File: config.mk
export PLATFORM = sky130hd
export DESIGN_NAME = toy_bus_slv_endpoint
export DESIGN_NICKNAME = d
export VERILOG_FILES = /design/src/rtl/toy_bus_slv_endpoint.sv
export SDC_FILE = /design/constraint.sdc
export NUM_CORES = 1
export LEC_CHECK = 0
export CAP_MARGIN = 20
export CORE_AREA = 5 5 488 490
export CTS_CLUSTER_DIAMETER = 40
export DETAILED_ROUTE_END_ITERATION = 8
export DIE_AREA = 0 0 493 495
export PLACE_DENSITY = 0.45
export REMOVE_ABC_BUFFERS = 1
export SYNTH_ARGS = -nofsm -noshare
export SYNTH_HDL_FRONTEND = slang
export SYNTH_SLANG_ARGS = --single-unit
File: constraint.sdc
create_clock -name clk -period 2.3 [get_ports clk]
set_input_delay 0.69 -clock clk [delete_from_list [all_inputs] [get_ports clk]]
set_output_delay 0.69 -clock clk [all_outputs]
set_load 0.05 [all_outputs]
File: src/rtl/toy_bus_slv_endpoint.sv
// toy_bus_slv_endpoint: target-side bus endpoint with a registered memory request stage, in-order tag FIFO and registered ack stage.
// Optional macro TOY_BUS_SLV_TGT_CHECK_EN drops misrouted requests and raises a sticky err_tgt_mismatch.
module toy_bus_slv_endpoint #(
    parameter logic [3:0] NODE_ID   = 4'd2,
    parameter int         OST_DEPTH = 4
) (
    input  logic         clk,
    input  logic         rst_n,
    input  logic         in0_req_vld,
    output logic         in0_req_rdy,
    input  logic [31:0]  in0_req_addr,
    input  logic [255:0] in0_req_data,
    input  logic [31:0]  in0_req_strb,
    input  logic         in0_req_opcode,
    input  logic [3:0]   in0_req_src_id,
    input  logic [3:0]   in0_req_tgt_id,
    input  logic [31:0]  in0_req_sideband,
    output logic         in0_ack_vld,
    input  logic         in0_ack_rdy,
    output logic         in0_ack_opcode,
    output logic [255:0] in0_ack_data,
    output logic [31:0]  in0_ack_sideband,
    output logic [3:0]   in0_ack_src_id,
    output logic [3:0]   in0_ack_tgt_id,
    output logic         mem_req_vld,
    input  logic         mem_req_rdy,
    output logic [31:0]  mem_req_addr,
    output logic [255:0] mem_req_data,
    output logic [31:0]  mem_req_strb,
    output logic         mem_req_opcode,
    input  logic         mem_ack_vld,
    output logic         mem_ack_rdy,
    input  logic [255:0] mem_ack_data,
    output logic         err_tgt_mismatch
);
    localparam int AW = $clog2(OST_DEPTH);
    localparam logic [AW:0] FULL = (AW+1)'(OST_DEPTH);

    logic [AW:0]   r_ost_cnt;
    logic [AW-1:0] r_wr_ptr, r_rd_ptr;
    logic          r_tag_op  [OST_DEPTH];
    logic [3:0]    r_tag_src [OST_DEPTH];
    logic [31:0]   r_tag_sb  [OST_DEPTH];
    logic          r_req_vld, r_req_op;
    logic [31:0]   r_req_addr, r_req_strb;
    logic [255:0]  r_req_data;
    logic          r_ack_vld, r_ack_op;
    logic [255:0]  r_ack_data;
    logic [31:0]   r_ack_sb;
    logic [3:0]    r_ack_src, r_ack_tgt;
    logic          r_err;
    logic          w_req_hs, w_push, w_ack_hs, w_pop, w_tgt_ok;

`ifdef TOY_BUS_SLV_TGT_CHECK_EN
    assign w_tgt_ok = (in0_req_tgt_id == NODE_ID);
`else
    logic w_unused_tgt;
    assign w_tgt_ok     = 1'b1;
    assign w_unused_tgt = ^in0_req_tgt_id;
`endif

    assign in0_req_rdy = (!r_req_vld | mem_req_rdy) & (r_ost_cnt < FULL);
    assign mem_ack_rdy = !r_ack_vld | in0_ack_rdy;
    assign w_req_hs    = in0_req_vld & in0_req_rdy;
    assign w_push      = w_req_hs & w_tgt_ok;
    assign w_ack_hs    = mem_ack_vld & mem_ack_rdy;
    assign w_pop       = w_ack_hs & (r_ost_cnt != '0);

    assign mem_req_vld      = r_req_vld;
    assign mem_req_addr     = r_req_addr;
    assign mem_req_data     = r_req_data;
    assign mem_req_strb     = r_req_strb;
    assign mem_req_opcode   = r_req_op;
    assign in0_ack_vld      = r_ack_vld;
    assign in0_ack_opcode   = r_ack_op;
    assign in0_ack_data     = r_ack_data;
    assign in0_ack_sideband = r_ack_sb;
    assign in0_ack_src_id   = r_ack_src;
    assign in0_ack_tgt_id   = r_ack_tgt;
    assign err_tgt_mismatch = r_err;

    // Request stage: load on a forwarded handshake, drain when memory takes it.
    always_ff @(posedge clk or negedge rst_n) begin
        if (!rst_n) begin
            r_req_vld  <= 1'b0;
            r_req_op   <= 1'b0;
            r_req_addr <= '0;
            r_req_data <= '0;
            r_req_strb <= '0;
        end else begin
            r_req_vld <= w_push | (r_req_vld & !mem_req_rdy);
            if (w_push) begin
                r_req_op   <= in0_req_opcode;
                r_req_addr <= in0_req_addr;
                r_req_data <= in0_req_data;
                r_req_strb <= in0_req_strb;
            end
        end
    end

    // Tag FIFO and outstanding counter; a pop with nothing outstanding is ignored.
    always_ff @(posedge clk or negedge rst_n) begin
        if (!rst_n) begin
            r_ost_cnt <= '0;
            r_wr_ptr  <= '0;
            r_rd_ptr  <= '0;
            for (int i = 0; i < OST_DEPTH; i++) begin
                r_tag_op[i]  <= 1'b0;
                r_tag_src[i] <= '0;
                r_tag_sb[i]  <= '0;
            end
        end else begin
            r_ost_cnt <= r_ost_cnt + {{AW{1'b0}}, w_push} - {{AW{1'b0}}, w_pop};
            if (w_push) begin
                r_tag_op[r_wr_ptr]  <= in0_req_opcode;
                r_tag_src[r_wr_ptr] <= in0_req_src_id;
                r_tag_sb[r_wr_ptr]  <= in0_req_sideband;
                r_wr_ptr            <= r_wr_ptr + AW'(1);
            end
            if (w_pop)
                r_rd_ptr <= r_rd_ptr + AW'(1);
        end
    end

    // Ack stage: completion merged with its tag, IDs swapped.
    always_ff @(posedge clk or negedge rst_n) begin
        if (!rst_n) begin
            r_ack_vld  <= 1'b0;
            r_ack_op   <= 1'b0;
            r_ack_data <= '0;
            r_ack_sb   <= '0;
            r_ack_src  <= '0;
            r_ack_tgt  <= '0;
        end else begin
            r_ack_vld <= w_pop | (r_ack_vld & !in0_ack_rdy);
            if (w_pop) begin
                r_ack_op   <= r_tag_op[r_rd_ptr];
                r_ack_data <= mem_ack_data;
                r_ack_sb   <= r_tag_sb[r_rd_ptr];
                r_ack_src  <= NODE_ID;
                r_ack_tgt  <= r_tag_src[r_rd_ptr];
            end
        end
    end

`ifdef TOY_BUS_SLV_TGT_CHECK_EN
    // Sticky misroute flag, cleared only by reset.
    always_ff @(posedge clk or negedge rst_n) begin
        if (!rst_n)
            r_err <= 1'b0;
        else
            r_err <= r_err | (w_req_hs & !w_tgt_ok);
    end
`else
    assign r_err = 1'b0;
`endif
endmodule

==> run_results.csv, run 1 <==
group,metric,value,unit
placed_design,worst_setup_slack_post_dpl,-784,ps
worst_setup_path,peak_per_stage_delay_on_the_critical_path,430,ps
worst_setup_path,top_fanout_value_on_the_critical_path,2,
worst_setup_path,ff_to_ff_path_depth,11,
timing,finalHoldViolations,0,
floorplanning,starting_density_of_the_core,0.137,
synth,synth_top_area_share,0.603,
synth,asyncSetResetFlopFracSynth,1.00,
route,drt_wl_total,162000,microns
cts,cts_htree_levels,4,
route,drt_pass1_iterations,4,
timing,slew_viol_final,0,
synth,synth.area.top_cells,"sky130_fd_sc_hd__dfrtp_1, sky130_fd_sc_hd__mux2_4, sky130_fd_sc_hd__mux2_2, sky130_fd_sc_hd__mux4_2, sky130_fd_sc_hd__buf_12",
route,dr.first_iter.drc_count,850,
route,route.antenna.remaining_nets,0,
worst_hold_path,worstHoldPathType,"primary input to async pin",
synth,mappedNetlistArea,32000,sq um
worst_setup_path,worstPathCellList,"nand2b_4 > buf_8 > and2_4 > buf_12",
route,route.detailed.wl_per_inst,25.6,microns
route,post-route-drc-count,0,
final_layout,stdcell_count,6345,
worst_setup_path,cp_num_buf_inv,2,
floorplanning,die_area,244000,sq um
worst_setup_path,required_time_reported_for_the_critical_path_endpoint,1610,ps
pwr,power.total,97.4,mW
timing,period_share,1.05,
global_routing,grt_overflow_total,0,
timing,max_freq,0.413,GHz
placed_design,dpl.hpwl,132000,microns
pwr,power.share.switching,0.435,
worst_setup_path,timing.critical_path.to_type,"output pin",
cts,tritoncts_clock_tree,"built",
pwr,power_dissipated_by_switching_net_loads,42.4,mW
synth,most_instantiated_library_cell_after_synthesis,"sky130_fd_sc_hd__dfrtp_1",
run,max_cap_viol_count,0,
cts,clockBufferDepth,3,
placed_design,numPlacedInstances,6007,
worst_setup_path,timing.critical_path.max_delay_family,"flip-flops",
worst_setup_path,critical-path-slowest-cell,"sky130_fd_sc_hd__dfrtp_2",
run_status,outcome,"complete, but fails checks",
worst_setup_path,worst_r2r_startpoint,"r_ost_cnt[2]",
placed_design,place.port_buffers,1237,
timing,relSlewSlack,0.427,
global_routing,gr-usage-all-layers,0.127,
route,routed_via_density,3.31,
cts,cts_buffers,172,
synth,synth-seq-cells,772,
timing,fin_worst_hold_slack,365,ps
timing,grt_setup_unrepaired,"true",
synth,yosysTopAreaCell,"sky130_fd_sc_hd__dfrtp_1",
cts,worst_setup_hold_path_clk_slew,50,ps
global_routing,grt_pass1_vias,23425,
floorplanning,design.core.area,234000,sq um
global_routing,antenna_found_initial,62,
worst_setup_path,critical_path_arrival,1730,ps
final_layout,areaGrowthSynthToFinish,66.5,%
floorplanning,rows,178,
worst_setup_path,worstSetupStartpoint,"mem_req_vld",
timing,tightestPinTransition,860,ps
global_routing,grt_pass1_wl,213000,microns
timing,setup_viol_count_final,1,
synth,postSynthCellCount,1701,
floorplanning,die_width,493,microns
worst_setup_path,setup.worst_path.start_class,"flop",
placed_design,place.gp.congestion,0.888,
worst_setup_path,regToRegEndpoint,"r_ost_cnt[2]",
final_layout,fin_util,0.228,
synth,ys_types,24,
timing,finalWorstSetupSlack,-124,ps
pwr,seq_power_share,0.251,
final_layout,fillers,24585,
timing,final.min_clock_period,2420,ps
synth,number_of_warnings_issued_by_yosys,0,
pwr,p_int,55.0,mW
synth,post_synth.cell_area_avg,18.8,sq um
cts,clk_latency_worst_skew_pair,780,ps
final_layout,finish.net_count,3765,
synth,synth_commonest_cells,"sky130_fd_sc_hd__dfrtp_1, sky130_fd_sc_hd__mux2_4, sky130_fd_sc_hd__mux2_2, sky130_fd_sc_hd__buf_6, sky130_fd_sc_hd__mux4_2",
run_status,violations,"negative setup slack",
floorplanning,die_h,495,microns
cts,ctsRootBufferMaster,"sky130_fd_sc_hd__clkbuf_16",
cts,clock-sinks,772,
synth,synth_enable_flop_cells,0,
synth,postSynth.topFlopCell,"sky130_fd_sc_hd__dfrtp_1",
floorplanning,io_pins,1246,
route,routed_vias,21006,
pwr,clock_power_share,0.267,
global_routing,grt_start_max_net_pins,95,
pwr,comb_power_share,0.482,
worst_setup_path,timing.reg2reg.setup_slack,20,ps
timing,worst_clk_skew,68.4,ps
pwr,ir_worst_vdd,0.861,mV
pwr,total_leakage_power,23.5,nW
worst_setup_path,worst_setup_path_category,"flop to output pin",
pwr,power-per-cell-area,1830,nW/um^2
synth,synth_seq_area_share,0.603,
final_layout,final_layout_size_suffix_gt1_frac,0.567,
[power by group through the flow]
stage                     Sequential [mW]  Clock, mW  Combinational, mW
final                                24.5       26.0               46.9
after global routing                 25.3       27.4               49.0
after CTS                            24.5       26.8               47.7
after detailed placement             24.6          0               48.8
after global placement               24.5          0               48.7
after floorplan                      35.9          0               11.2
[how the worst max path moves through the flow]
stage | endpoint | slack, ps | cells past startpoint
after floorplan | r_ost_cnt[2] | -11760 | 10
after global placement | r_ost_cnt[2] | -960 | 11
after detailed placement | mem_req_addr[0] | -780 | 7
after CTS | in0_req_rdy | -260 | 4
after global routing | in0_req_rdy | -260 | 5
final | in0_req_rdy | -120 | 4
[metrics by stage]
step | instance area, sq um | TNS, ps
global placement | 47500 | -375070
floorplan | 31000 | -4293610
global route | 53300 | -343
CTS | 53200 | -418
finish | 53300 | -124
detailed placement | 47500 | -363590
[flip-flops by register name (all words and copies together), names as in the netlist]
register and count:
mem_req_data 256, mem_req_opcode 1, in0_ack_src_id 1, in0_ack_opcode 1
r_tag_src 16, mem_req_addr 32, r_wr_ptr 2, r_rd_ptr 2
mem_req_strb 32, in0_ack_data 256, r_ost_cnt 3, mem_req_vld 1
in0_ack_tgt_id 4, in0_ack_sideband 32, in0_ack_vld 1, r_tag_sb 128
r_tag_op 4
[per-layer routing]
metal,up-vias,share of wire,GRT usage,wire (microns)
met5,-,0.0012,0,188
met4,28,0.023,0.0286,3810
met3,287,0.12,0.0654,18700
met2,1086,0.46,0.204,74400
met1,10548,0.40,0.151,65100
li1,9057,-,-,-
[cell families after synthesis]
group / count (synthesis) / share of synthesized area
XOR/XNOR: 5 / 0.00137
adder cells (fa/ha/maj): 7 / 0.00297
buffers and inverters: 102 / 0.0334
flip-flops: 772 / 0.603
multiplexers: 800 / 0.355
other: 1 / 0.000117
AND/OR/NAND/NOR: 14 / 0.00387
[cells in the final DEF (no fill, tap or decap), types with 5 or more instances in the layout]
cell                                n
sky130_fd_sc_hd__inv_16             5
sky130_fd_sc_hd__dfrtp_2            9
sky130_fd_sc_hd__clkinv_4          14
sky130_fd_sc_hd__clkinv_16          7
sky130_fd_sc_hd__buf_6              5
sky130_fd_sc_hd__bufinv_16         24
sky130_fd_sc_hd__clkdlybuf4s50_1  617
sky130_fd_sc_hd__diode_2           11
sky130_fd_sc_hd__buf_12            35
sky130_fd_sc_hd__mux4_2            37
sky130_fd_sc_hd__clkdlybuf4s18_2    6
sky130_fd_sc_hd__mux2_2           244
sky130_fd_sc_hd__dfrtp_1          762
sky130_fd_sc_hd__clkdlybuf4s15_2   74
sky130_fd_sc_hd__clkbuf_1          16
sky130_fd_sc_hd__buf_4            447
sky130_fd_sc_hd__clkbuf_16        176
sky130_fd_sc_hd__clkinv_2          26
sky130_fd_sc_hd__clkbuf_8          24
sky130_fd_sc_hd__clkinvlp_4        21
sky130_fd_sc_hd__mux2_4           519
sky130_fd_sc_hd__buf_2            156
[timing repair]
action                     4_1_cts  5_1_grt
hold buffers                     1        0
gates cloned                     0        4
setup buffers                    8        3
gates resized for setup       1036       29
pin swaps                        6        7
hold endpoints to repair        24        0
setup endpoints to repair      252       50
[cell type report]
cell class / instances / area (sq um) / share of cell area
Inverter: 8 / 48.8 / 0.000915
Multi-Input combinational cell: 830 / 11700 / 0.220
Clock inverter: 101 / 1470 / 0.0275
Antenna cell: 11 / 27.5 / 0.000516
Timing Repair Buffer: 1351 / 12200 / 0.229
Clock buffer: 212 / 4690 / 0.0880
Tap cell: 3060 / 3830 / 0.0718
Sequential cell: 772 / 19300 / 0.362
Note: power is estimated with default switching activity, not from simulation.
==> inputs of run 2 (changes only) <==
--- a/config.mk
+++ b/config.mk
@@ -6,11 +6,11 @@
 export NUM_CORES = 1
 export LEC_CHECK = 0
 export CAP_MARGIN = 20
-export CORE_AREA = 5 5 488 490
+export CORE_AREA = 5 5 487 489
 export CTS_CLUSTER_DIAMETER = 40
 export DETAILED_ROUTE_END_ITERATION = 8
-export DIE_AREA = 0 0 493 495
-export PLACE_DENSITY = 0.45
+export DIE_AREA = 0 0 492 494
+export PLACE_DENSITY = 0.44
 export REMOVE_ABC_BUFFERS = 1
 export SYNTH_ARGS = -nofsm -noshare
 export SYNTH_HDL_FRONTEND = slang
==> constraint.sdc (replaced) <==
create_clock -name clk -period 3.02 [get_ports clk]
set_input_delay 0.906 -clock clk [delete_from_list [all_inputs] [get_ports clk]]
set_output_delay 0.906 -clock clk [all_outputs]
set_load 0.05 [all_outputs]
==> run 2 against run 1 <==
The flow now finishes without violations; global-route usage up 0.060 points; critical path depth up 1; hold slack worse by 250 ps; sequential power down 24%; combinational power down 23%; core utilization up 0.70 points; flip-flop and latch count unchanged; register-to-register slack better by 640 ps; count of clock-buffer cells in the layout up 19; clock power down 19%; final cell count down 0.22%; sequential share of layout area down 0.84 points; critical path type is now primary input to output pin; critical endpoint unchanged; largest cell class unchanged.
==> run_results.csv, run 2 (synthesis results as in run 1) <==
group,metric,value,unit
cts,clockBufferDepth,3,
placed_design,dpl.hpwl,129000,microns
run_status,outcome,"finished clean",
placed_design,place.port_buffers,1237,
pwr,comb_power_share,0.475,
route,post-route-drc-count,0,
final_layout,final_layout_size_suffix_gt1_frac,0.404,
timing,period_share,0.970,
floorplanning,io_pins,1246,
floorplanning,die_h,494,microns
pwr,seq_power_share,0.246,
global_routing,antenna_found_initial,73,
global_routing,gr-usage-all-layers,0.128,
route,drt_wl_total,160000,microns
cts,clock-sinks,772,
cts,clk_latency_worst_skew_pair,830,ps
global_routing,grt_overflow_total,0,
global_routing,grt_pass1_vias,23467,
worst_setup_path,worst_r2r_startpoint,"r_ost_cnt[1]",
placed_design,numPlacedInstances,5965,
floorplanning,die_width,492,microns
placed_design,place.gp.congestion,0.859,
final_layout,most_frequent_standard_cell_in_the_layout_excluding_fill_and_tap_cells,"sky130_fd_sc_hd__clkdlybuf4s50_1",
route,route.antenna.remaining_nets,0,
pwr,p_int,43.2,mW
worst_setup_path,required_time_reported_for_the_critical_path_endpoint,2110,ps
timing,grt_setup_unrepaired,"false",
pwr,power_dissipated_by_switching_net_loads,32.5,mW
worst_setup_path,regToRegEndpoint,"r_ost_cnt[2]",
cts,cts_htree_levels,4,
worst_setup_path,top_fanout_value_on_the_critical_path,6,
timing,max_freq,0.341,GHz
cts,tritoncts_clock_tree,"built",
worst_setup_path,worst_setup_path_category,"primary input to output pin",
final_layout,areaGrowthSynthToFinish,70.4,%
worst_setup_path,timing.reg2reg.setup_slack,660,ps
floorplanning,starting_density_of_the_core,0.138,
worst_setup_path,worstPathCellList,"clkdlybuf4s50_1 > nand2b_4 > buf_6 > and2_4 > buf_12",
pwr,ir_worst_vdd,0.692,mV
worst_setup_path,timing.critical_path.to_type,"output pin",
global_routing,grt_pass1_wl,214000,microns
worst_setup_path,ff_to_ff_path_depth,10,
pwr,clock_power_share,0.278,
floorplanning,rows,177,
final_layout,finish.net_count,3741,
floorplanning,die_area,243000,sq um
route,drt_pass1_iterations,4,
cts,holdBufCountCts,0,
route,dr.first_iter.drc_count,888,
cts,ctsRootBufferMaster,"sky130_fd_sc_hd__clkbuf_16",
pwr,power.share.switching,0.429,
run,max_cap_viol_count,0,
timing,worst_clk_skew,90.5,ps
worst_hold_path,worstHoldPathType,"primary input to async pin",
worst_setup_path,critical_path_arrival,2020,ps
worst_setup_path,peak_per_stage_delay_on_the_critical_path,470,ps
floorplanning,design.core.area,232000,sq um
cts,cts_buffers,187,
route,routed_vias,21066,
pwr,power-per-cell-area,1390,nW/um^2
timing,relSlewSlack,0.437,
cts,worst_setup_hold_path_clk_slew,50,ps
global_routing,grt_start_max_net_pins,69,
timing,setup_viol_count_final,0,
timing,tightestPinTransition,845,ps
final_layout,fillers,24387,
worst_setup_path,critical-path-slowest-cell,"sky130_fd_sc_hd__clkdlybuf4s50_1",
timing,final.min_clock_period,2930,ps
final_layout,final_cell_mix,"sky130_fd_sc_hd__clkdlybuf4s50_1, sky130_fd_sc_hd__dfrtp_1, sky130_fd_sc_hd__mux2_4",
route,routed_via_density,3.33,
worst_setup_path,setup.worst_path.start_class,"primary input",
pwr,total_leakage_power,23.7,nW
timing,finalHoldViolations,0,
timing,slew_viol_final,0,
timing,fin_worst_hold_slack,118,ps
final_layout,stdcell_count,6331,
route,route.detailed.wl_per_inst,25.3,microns
==> run 2: worst max-delay path: cells and delay by family <==
family                 cells  cell delay (ps)
buffers and inverters      3              780
and+or+nand+nor            2              340
==> run 2: worst max-delay path by stage <==
stage | from | end | slack (ps) | depth (start not counted)
floorplan | mem_req_rdy | r_ost_cnt[2] | -11260 | 10
global route | in0_ack_data[241] | in0_ack_data[241] | 1 | 1
CTS | mem_req_data[22] | mem_req_data[22] | 0.2 | 1
global placement | mem_req_rdy | r_ost_cnt[2] | -430 | 11
detailed placement | mem_req_rdy | mem_req_addr[0] | -440 | 7
finish | mem_req_rdy | in0_req_rdy | 90 | 5
==> run 2: final cells by class <==
type                            count  area, sq um  share of cell area
Multi-Input combinational cell    830        11700               0.214
Inverter                            8         46.3            0.000848
Timing Repair Buffer             1312        12900               0.237
Sequential cell                   772        19300               0.354
Antenna cell                       17         42.5            0.000780
Clock inverter                    118         1650              0.0302
Tap cell                         3043         3810              0.0698
Clock buffer                      231         5060              0.0928
==> run 2: layer usage <==
metal | up-vias | track usage | routed length, microns
met3 | 299 | 0.0730 | 19300
li1 | 9013 | - | -
met4 | 18 | 0.0274 | 3410
met5 | - | 0 | 120
met1 | 10644 | 0.147 | 63600
met2 | 1092 | 0.206 | 73700
==> run 2: metrics by stage <==
| step | instance area, sq um | util | TNS (ps) | power, mW | worst slack [ps] |
|---|---|---|---|---|---|
| after global routing | 54500 | 0.235 | 0 | 79.1 | 1.02 |
| final | 54600 | 0.235 | 0 | 75.7 | 90.1 |
| after detailed placement | 48000 | 0.207 | -87230 | 56.2 | -439 |
| after floorplan | 31000 | - | -3981130 | 38.3 | -11260 |
| after global placement | 48000 | 0.207 | -83020 | 56.0 | -431 |
| after CTS | 54400 | 0.235 | 0 | 77.1 | 0.248 |
==> run 2: timing repair <==
item	4_1_cts	5_1_grt
endpoints found under the setup margin	192	33
gates resized for setup	194	33
buffers inserted	0	0
==> run 2: power groups by stage <==
stage	Clock, mW	Sequential, mW	Combinational (mW)
2_1_floorplan	0	29.0	9.33
3_5_place_dp	0	18.8	37.4
4_1_cts	21.7	18.7	36.7
6_report	21.1	18.6	36.0
3_3_place_gp	0	18.7	37.3
5_1_grt	22.2	19.3	37.6
